--- src/rtl/seven_seg_scan_driver_if.sv ---
// Bus between game-state logic and the seven-segment scan driver.
// Optional macro SSD_BLINK_EN adds the blink_mask field.
interface seven_seg_scan_driver_if #(
  parameter int N_DIGITS = 4
);
  // load is a one-cycle capture qualifier with no ready: every load=1 edge is accepted.
  logic [4*N_DIGITS-1:0] digits;
  logic [N_DIGITS-1:0]   dp_mask;
  logic [N_DIGITS-1:0]   blank_mask;
`ifdef SSD_BLINK_EN
  logic [N_DIGITS-1:0]   blink_mask;
`endif
  logic                  load;
  logic [7:0]            seg;
  logic [N_DIGITS-1:0]   an;
  logic                  frame_tick;

`ifdef SSD_BLINK_EN
  modport master (output digits, dp_mask, blank_mask, blink_mask, load,
                  input  seg, an, frame_tick);
  modport slave  (input  digits, dp_mask, blank_mask, blink_mask, load,
                  output seg, an, frame_tick);
`else
  modport master (output digits, dp_mask, blank_mask, load,
                  input  seg, an, frame_tick);
  modport slave  (input  digits, dp_mask, blank_mask, load,
                  output seg, an, frame_tick);
`endif
endinterface

--- src/rtl/seven_seg_scan_driver.sv ---
// Time-multiplexed N-digit common-anode seven-segment driver with tear-free frame latching.
// Optional macro SSD_BLINK_EN enables per-digit blinking driven by a frame counter.
module seven_seg_scan_driver #(
  parameter int N_DIGITS     = 4,
  parameter int SCAN_DIV     = 4,
  parameter int BLANK_CYCLES = 1,
  parameter int BLINK_FRAMES = 32
) (
  input  logic                   clk_display,
  input  logic                   rst,
  seven_seg_scan_driver_if.slave bus
);
  localparam int IW = (N_DIGITS > 1) ? $clog2(N_DIGITS) : 1;
  localparam int CW = $clog2(SCAN_DIV);
  localparam logic [IW-1:0] LAST_IDX  = IW'(N_DIGITS - 1);
  localparam logic [CW-1:0] LAST_CNT  = CW'(SCAN_DIV - 1);
  localparam logic [CW-1:0] BLANK_END = CW'(BLANK_CYCLES);

  if (N_DIGITS < 1 || N_DIGITS > 8 || SCAN_DIV < 2 || BLANK_CYCLES < 0 ||
      BLANK_CYCLES >= SCAN_DIV || BLINK_FRAMES < 1) begin : g_bad_params
    $error("seven_seg_scan_driver: parameter out of range");
  end

  logic [CW-1:0]         cnt;
  logic [IW-1:0]         idx;
  logic                  wrap;
  logic                  frame_tick_q;
  logic [7:0]            seg_q, seg_d;
  logic [N_DIGITS-1:0]   an_q, an_d;
  logic                  lit;
  logic                  blink_dark;

  logic [4*N_DIGITS-1:0] digit_stg, digit_sh;
  logic [N_DIGITS-1:0]   dp_stg, dp_sh;
  logic [N_DIGITS-1:0]   blank_stg, blank_sh;
  logic                  pending;

  assign wrap = (cnt == LAST_CNT) && (idx == LAST_IDX);

  always_ff @(posedge clk_display) begin
    if (rst) begin
      cnt          <= '0;
      idx          <= '0;
      frame_tick_q <= 1'b0;
    end else begin
      frame_tick_q <= wrap;
      if (cnt == LAST_CNT) begin
        cnt <= '0;
        idx <= (idx == LAST_IDX) ? '0 : idx + 1'b1;
      end else begin
        cnt <= cnt + 1'b1;
      end
    end
  end

  // Shadow only changes at the frame wrap so a frame never mixes old and new values;
  // a load coinciding with the wrap bypasses staging and lands in shadow directly.
  always_ff @(posedge clk_display) begin
    if (rst) begin
      digit_stg <= '0;
      dp_stg    <= '0;
      blank_stg <= '0;
      digit_sh  <= '0;
      dp_sh     <= '0;
      blank_sh  <= '0;
      pending   <= 1'b0;
    end else if (wrap) begin
      pending <= 1'b0;
      if (bus.load) begin
        digit_sh <= bus.digits;
        dp_sh    <= bus.dp_mask;
        blank_sh <= bus.blank_mask;
      end else if (pending) begin
        digit_sh <= digit_stg;
        dp_sh    <= dp_stg;
        blank_sh <= blank_stg;
      end
    end else if (bus.load) begin
      digit_stg <= bus.digits;
      dp_stg    <= bus.dp_mask;
      blank_stg <= bus.blank_mask;
      pending   <= 1'b1;
    end
  end

`ifdef SSD_BLINK_EN
  localparam int FW = (BLINK_FRAMES > 1) ? $clog2(BLINK_FRAMES) : 1;
  localparam logic [FW-1:0] LAST_FRAME = FW'(BLINK_FRAMES - 1);

  logic [N_DIGITS-1:0] blink_stg, blink_sh;
  logic [FW-1:0]       frame_cnt;
  logic                blink_phase;

  always_ff @(posedge clk_display) begin
    if (rst) begin
      blink_stg <= '0;
      blink_sh  <= '0;
    end else if (wrap) begin
      if (bus.load)   blink_sh <= bus.blink_mask;
      else if (pending) blink_sh <= blink_stg;
    end else if (bus.load) begin
      blink_stg <= bus.blink_mask;
    end
  end

  always_ff @(posedge clk_display) begin
    if (rst) begin
      frame_cnt   <= '0;
      blink_phase <= 1'b0;
    end else if (wrap) begin
      if (frame_cnt == LAST_FRAME) begin
        frame_cnt   <= '0;
        blink_phase <= ~blink_phase;
      end else begin
        frame_cnt <= frame_cnt + 1'b1;
      end
    end
  end

  assign blink_dark = blink_phase & blink_sh[idx];
`else
  assign blink_dark = 1'b0;
`endif

  function automatic logic [6:0] hex_to_seg(input logic [3:0] v);
    case (v)
      4'h0:    hex_to_seg = 7'h40;
      4'h1:    hex_to_seg = 7'h79;
      4'h2:    hex_to_seg = 7'h24;
      4'h3:    hex_to_seg = 7'h30;
      4'h4:    hex_to_seg = 7'h19;
      4'h5:    hex_to_seg = 7'h12;
      4'h6:    hex_to_seg = 7'h02;
      4'h7:    hex_to_seg = 7'h78;
      4'h8:    hex_to_seg = 7'h00;
      4'h9:    hex_to_seg = 7'h10;
      4'hA:    hex_to_seg = 7'h08;
      4'hB:    hex_to_seg = 7'h03;
      4'hC:    hex_to_seg = 7'h46;
      4'hD:    hex_to_seg = 7'h21;
      4'hE:    hex_to_seg = 7'h06;
      default: hex_to_seg = 7'h0E;
    endcase
  endfunction

  // Leading blank cycles of each slot keep anodes off while segments settle (anti-ghosting).
  always_comb begin
    lit   = !(cnt < BLANK_END) && !blank_sh[idx] && !blink_dark;
    seg_d = 8'hFF;
    an_d  = '1;
    for (int i = 0; i < N_DIGITS; i++) begin
      an_d[i] = !(lit && (idx == IW'(i)));
    end
    if (lit) begin
      seg_d = {~dp_sh[idx], hex_to_seg(digit_sh[{idx, 2'b00} +: 4])};
    end
  end

  always_ff @(posedge clk_display) begin
    if (rst) begin
      seg_q <= 8'hFF;
      an_q  <= '1;
    end else begin
      seg_q <= seg_d;
      an_q  <= an_d;
    end
  end

  assign bus.seg        = seg_q;
  assign bus.an         = an_q;
  assign bus.frame_tick = frame_tick_q;
endmodule

--- src/flat_wrapper.sv ---
// flat-port wrapper written by rule: the top's interface ports become plain ports
module seven_seg_scan_driver_flat 
#(
  parameter int N_DIGITS     = 4,
  parameter int SCAN_DIV     = 4,
  parameter int BLANK_CYCLES = 1,
  parameter int BLINK_FRAMES = 32
)
  (clk_display, rst, bus_digits, bus_dp_mask, bus_blank_mask, bus_load, bus_seg, bus_an, bus_frame_tick);
  seven_seg_scan_driver_if #(.N_DIGITS(N_DIGITS)) bus_i ();
  input  logic clk_display;
  input  logic rst;
  input wire logic [$bits(bus_i.digits)-1:0] bus_digits;
  input wire logic [$bits(bus_i.dp_mask)-1:0] bus_dp_mask;
  input wire logic [$bits(bus_i.blank_mask)-1:0] bus_blank_mask;
  input wire logic [$bits(bus_i.load)-1:0] bus_load;
  output wire logic [$bits(bus_i.seg)-1:0] bus_seg;
  output wire logic [$bits(bus_i.an)-1:0] bus_an;
  output wire logic [$bits(bus_i.frame_tick)-1:0] bus_frame_tick;
  assign bus_i.digits = bus_digits;
  assign bus_i.dp_mask = bus_dp_mask;
  assign bus_i.blank_mask = bus_blank_mask;
  assign bus_i.load = bus_load;
  assign bus_seg = bus_i.seg;
  assign bus_an = bus_i.an;
  assign bus_frame_tick = bus_i.frame_tick;
  seven_seg_scan_driver #(.N_DIGITS(N_DIGITS), .SCAN_DIV(SCAN_DIV), .BLANK_CYCLES(BLANK_CYCLES), .BLINK_FRAMES(BLINK_FRAMES)) u_core (.clk_display(clk_display), .rst(rst), .bus(bus_i));
endmodule
--- config.mk ---
export PLATFORM = sky130hd
export DESIGN_NAME = seven_seg_scan_driver_flat
export DESIGN_NICKNAME = d
export VERILOG_FILES = /design/src/rtl/seven_seg_scan_driver_if.sv /design/src/rtl/seven_seg_scan_driver.sv /design/src/flat_wrapper.sv
export SDC_FILE = /design/constraint.sdc
export NUM_CORES = 1
export LEC_CHECK = 0
export BUFFER_PORTS_ARGS = -buffer_cell sky130_fd_sc_hd__buf_2
export CAP_MARGIN = 40
export CORE_MARGIN = 4
export CORE_UTILIZATION = 30
export CTS_BUF_LIST = sky130_fd_sc_hd__clkbuf_4
export DETAILED_ROUTE_END_ITERATION = 10
export PLACE_DENSITY_LB_ADDON = 0.25
export SYNTH_ARGS = -nofsm -noshare
export SYNTH_HDL_FRONTEND = slang
export SYNTH_SLANG_ARGS = --single-unit
--- constraint.sdc ---
create_clock -name clk_display -period 2.6 [get_ports clk_display]
set_input_delay 0.39 -clock clk_display [delete_from_list [all_inputs] [get_ports clk_display]]
set_output_delay 0.39 -clock clk_display [all_outputs]
set_load 0.02 [all_outputs]
==> out/metrics.cfg <==
[critical_path]
timing.rr.start=u_core.idx[0]
start_kind=flop
critical_path.max_fanout=12
cp-end-kind=flop
ff2ff_setup_slack_ns=0.43
critPathRequiredTime_ns=2.86
cp_num_buf_inv=1
critPathMaxStageDelay_ns=0.57
r2r_end=u_core.bus.seg[5]
path_cells=buf_4 > mux4_1 > nor3_2 > o221ai_1
cp_slowest_cell=mux4_1
rr_worst_depth=4
critPathTopFamily=multiplexers
crit_arrival_ns=2.43
crit_type=flop to flop

[grt]
grt_pass1_wl_microns=9930
grt_pass1_vias=1964
grt-ovfl-total=0
antenna_found_initial=0
grt_util_all_layers_pct=11.2
grt_max_degree=49

[sta]
timing.final.crit_share_pct=83.3
rsz0062_at_grt=no
slew_violations=0
relSlewSlack_pct=58.8
skew_ns=0.0116
hold_viol=0
max_freq_ghz=0.462
fin_setup_tns_ns=0
final-setup-viol-count=0
min_period_ns=2.17
tightest_slew_ns=0.614

[synthesis]
synth_fp_nets=343
ys_seq_elements=66
yosys-top-cells-area=dfxtp_1, mux2i_1, nand2_1
yosysTopAreaCell=dfxtp_1
avgSynthCellArea_sq_um=9.41
synth_cells=304
synth_top_area_share_pct=46.2
ys_seq_area_share_pct=46.2
yosysWarnings=0
netlist_area_sq_mm=0.00286
ys_types=27

[clock_network]
htree_num_levels=3
cts_sinks=66
cts.clk_slew.worst_paths_ns=0.12
cts-root-buf=clkbuf_4
clkLatencyLatePin_ns=0.42
clk_path_buf_depth=2
cts.repair.resized=0
post-cts-setup-buffers=0
cts_buffers=9
cts_tree=yes
cts_hold_repair.buffers=0

[floorplan]
ioPinCount=40
initial_core_util_pct=31.0
rows=35
die_w_microns=106
die_height_microns=106
dieArea_sq_mm=0.0112
core_sq_mm=0.00924

[place]
hpwl_microns=4040
dp.cells=454
gp_congestion=0.728
portBuffers=39

[finish]
fin_util_pct=36.0
multiInputGateArea_sq_mm=0.00138
drive_above_1_share_pct=19.4
diodes=0
n_fill_cell=956
syn_to_final_growth_pct=16.3
final_cells=470
num-nets-final=375
area.sequential_sq_mm=0.00132

[drt]
drtPass1Iterations=4
final_antenna_net_count=0
drc=0
routed_wirelength_microns=5790
viasPerCell=4.49
vias=2111
route.detailed.wl_per_inst_microns=12.3
first_iter_violations=97

[min_path]
hold_depth=3
whs_endpoint=u_core.blank_stg[1]
hold_path.startpoint=bus_blank_mask[1]
hold_class=input pin to flop

[power]
total_power_uw=2120
p_leak_uw=0.00129
cellPowerDensity_mw_per_mm2=638
peakVddDrop_mv=0.253

[status]
status=complete, no violations

[job]
max_cap_violations=0

-- cell usage in the layout (no fill, tap or decap), types with 2 or more instances in the layout --
| cell type | synthesis | layout |
|---|---|---|
| buf_4 | 0 | 5 |
| o211ai_1 | 2 | 2 |
| clkbuf_4 | 0 | 9 |
| a21oi_1 | 28 | 28 |
| bufinv_16 | 0 | 3 |
| dfxtp_1 | 66 | 66 |
| o221ai_1 | 4 | 4 |
| nand2_1 | 58 | 58 |
| nor2_1 | 30 | 29 |
| mux2i_1 | 28 | 28 |
| inv_1 | 10 | 10 |
| nor3_1 | 2 | 2 |
| mux4_1 | 4 | 4 |
| ha_1 | 12 | 12 |
| buf_2 | 5 | 39 |
| mux4_2 | 2 | 2 |
| a211oi_1 | 25 | 25 |
-- logic make-up (layout without fill, tap and decap cells) --
kind of cell	after synthesis	after routing	synth area share [%]
and+or+nand+nor	96	96	13.5
DFF	66	66	46.2
AOI/OAI and AO/OA	61	61	13.7
muxes	35	35	15.6
buffers and inverters	34	71	5.82
adders and majority gates	12	12	5.25
-- where the power goes --
group          internal [uW]  switching (uW)  total [uW]
sequential              1050            17.4        1070
clock                    487             383         870
combinational           76.7             109         186
total                   1610             509        2120
-- worst max-delay path by stage --
stage / depth (start not counted) / from / end / slack [ns]
finish: 4 / u_core.idx[0] / u_core.bus.seg[5] / 0.43
global route: 4 / u_core.idx[0] / u_core.bus.seg[5] / 0.18
CTS: 4 / u_core.idx[0] / u_core.bus.seg[5] / 0.39
detailed placement: 4 / u_core.idx[0] / u_core.bus.seg[5] / 0.40
global placement: 4 / u_core.idx[0] / u_core.bus.seg[2] / 0.46
floorplan: 6 / u_core.idx[0] / u_core.bus.seg[3] / 0.69
-- registers in the layout, indices dropped and copies added, names as in the netlist, 4 cells and up --
signal            flops
u_core.blank_sh       4
u_core.blank_stg      4
u_core.bus.an         4
u_core.bus.seg        8
u_core.digit_sh      16
u_core.digit_stg     16
u_core.dp_sh          4
u_core.dp_stg         4
-- stage by stage --
| step | instance area [sq um] | setup slack [ns] | hold slack [ns] |
|---|---|---|---|
| 2_1_floorplan | 2860 | 0.688 | 0.427 |
| 3_3_place_gp | 3130 | 0.461 | 0.440 |
| 3_5_place_dp | 3140 | 0.403 | 0.446 |
| 4_1_cts | 3330 | 0.392 | 0.173 |
| 5_1_grt | 3330 | 0.183 | 0.154 |
| 6_report | 3330 | 0.435 | 0.201 |
-- worst min-delay path, cell delays in order --
cell	delay (ns)
buf_2	0.10
nand2_1	0.05
a21oi_1	0.05
-- per-layer routing --
| layer | share of wire (%) | vias up | GRT usage (%) |
|---|---|---|---|
| li1 | - | 1116 | - |
| met1 | 51 | 948 | 14.9 |
| met2 | 42 | 38 | 15.9 |
| met3 | 5.6 | 9 | 4.96 |
| met4 | 1.7 | 0 | 4.16 |
| met5 | 0 | - | 0 |
-- synthesized netlist by cell type --
cell type and n:
dfxtp_1 66, o21ai_1 1, mux2_4 1, a211oi_1 25, clkbuf_1 13, ha_1 12, mux4_1 4, nand2b_1 1
nor2_1 30, mux2i_1 28, or2_4 1, nor3b_1 1, nor3_1 2, inv_1 10, clkbuf_8 1, o2bb2ai_1 1
buf_2 5, and2_1 1, nor3_2 1, a21oi_1 28, o211ai_1 2, buf_6 3, nand2_1 58, o221ai_1 4
nor2b_1 1, mux4_2 2, buf_1 2
-- area by class of cell --
class                      instances  share of cell area, %
tap                              129                   4.85
timing repair buffer              45                   7.45
inverter                          10                   1.13
multi-input combinational        204                   41.3
clock buffer                       9                   2.03
clock inverter                     7                   3.50
sequential                        66                   39.7
No activity file was read; power rests on OpenSTA's default activity.
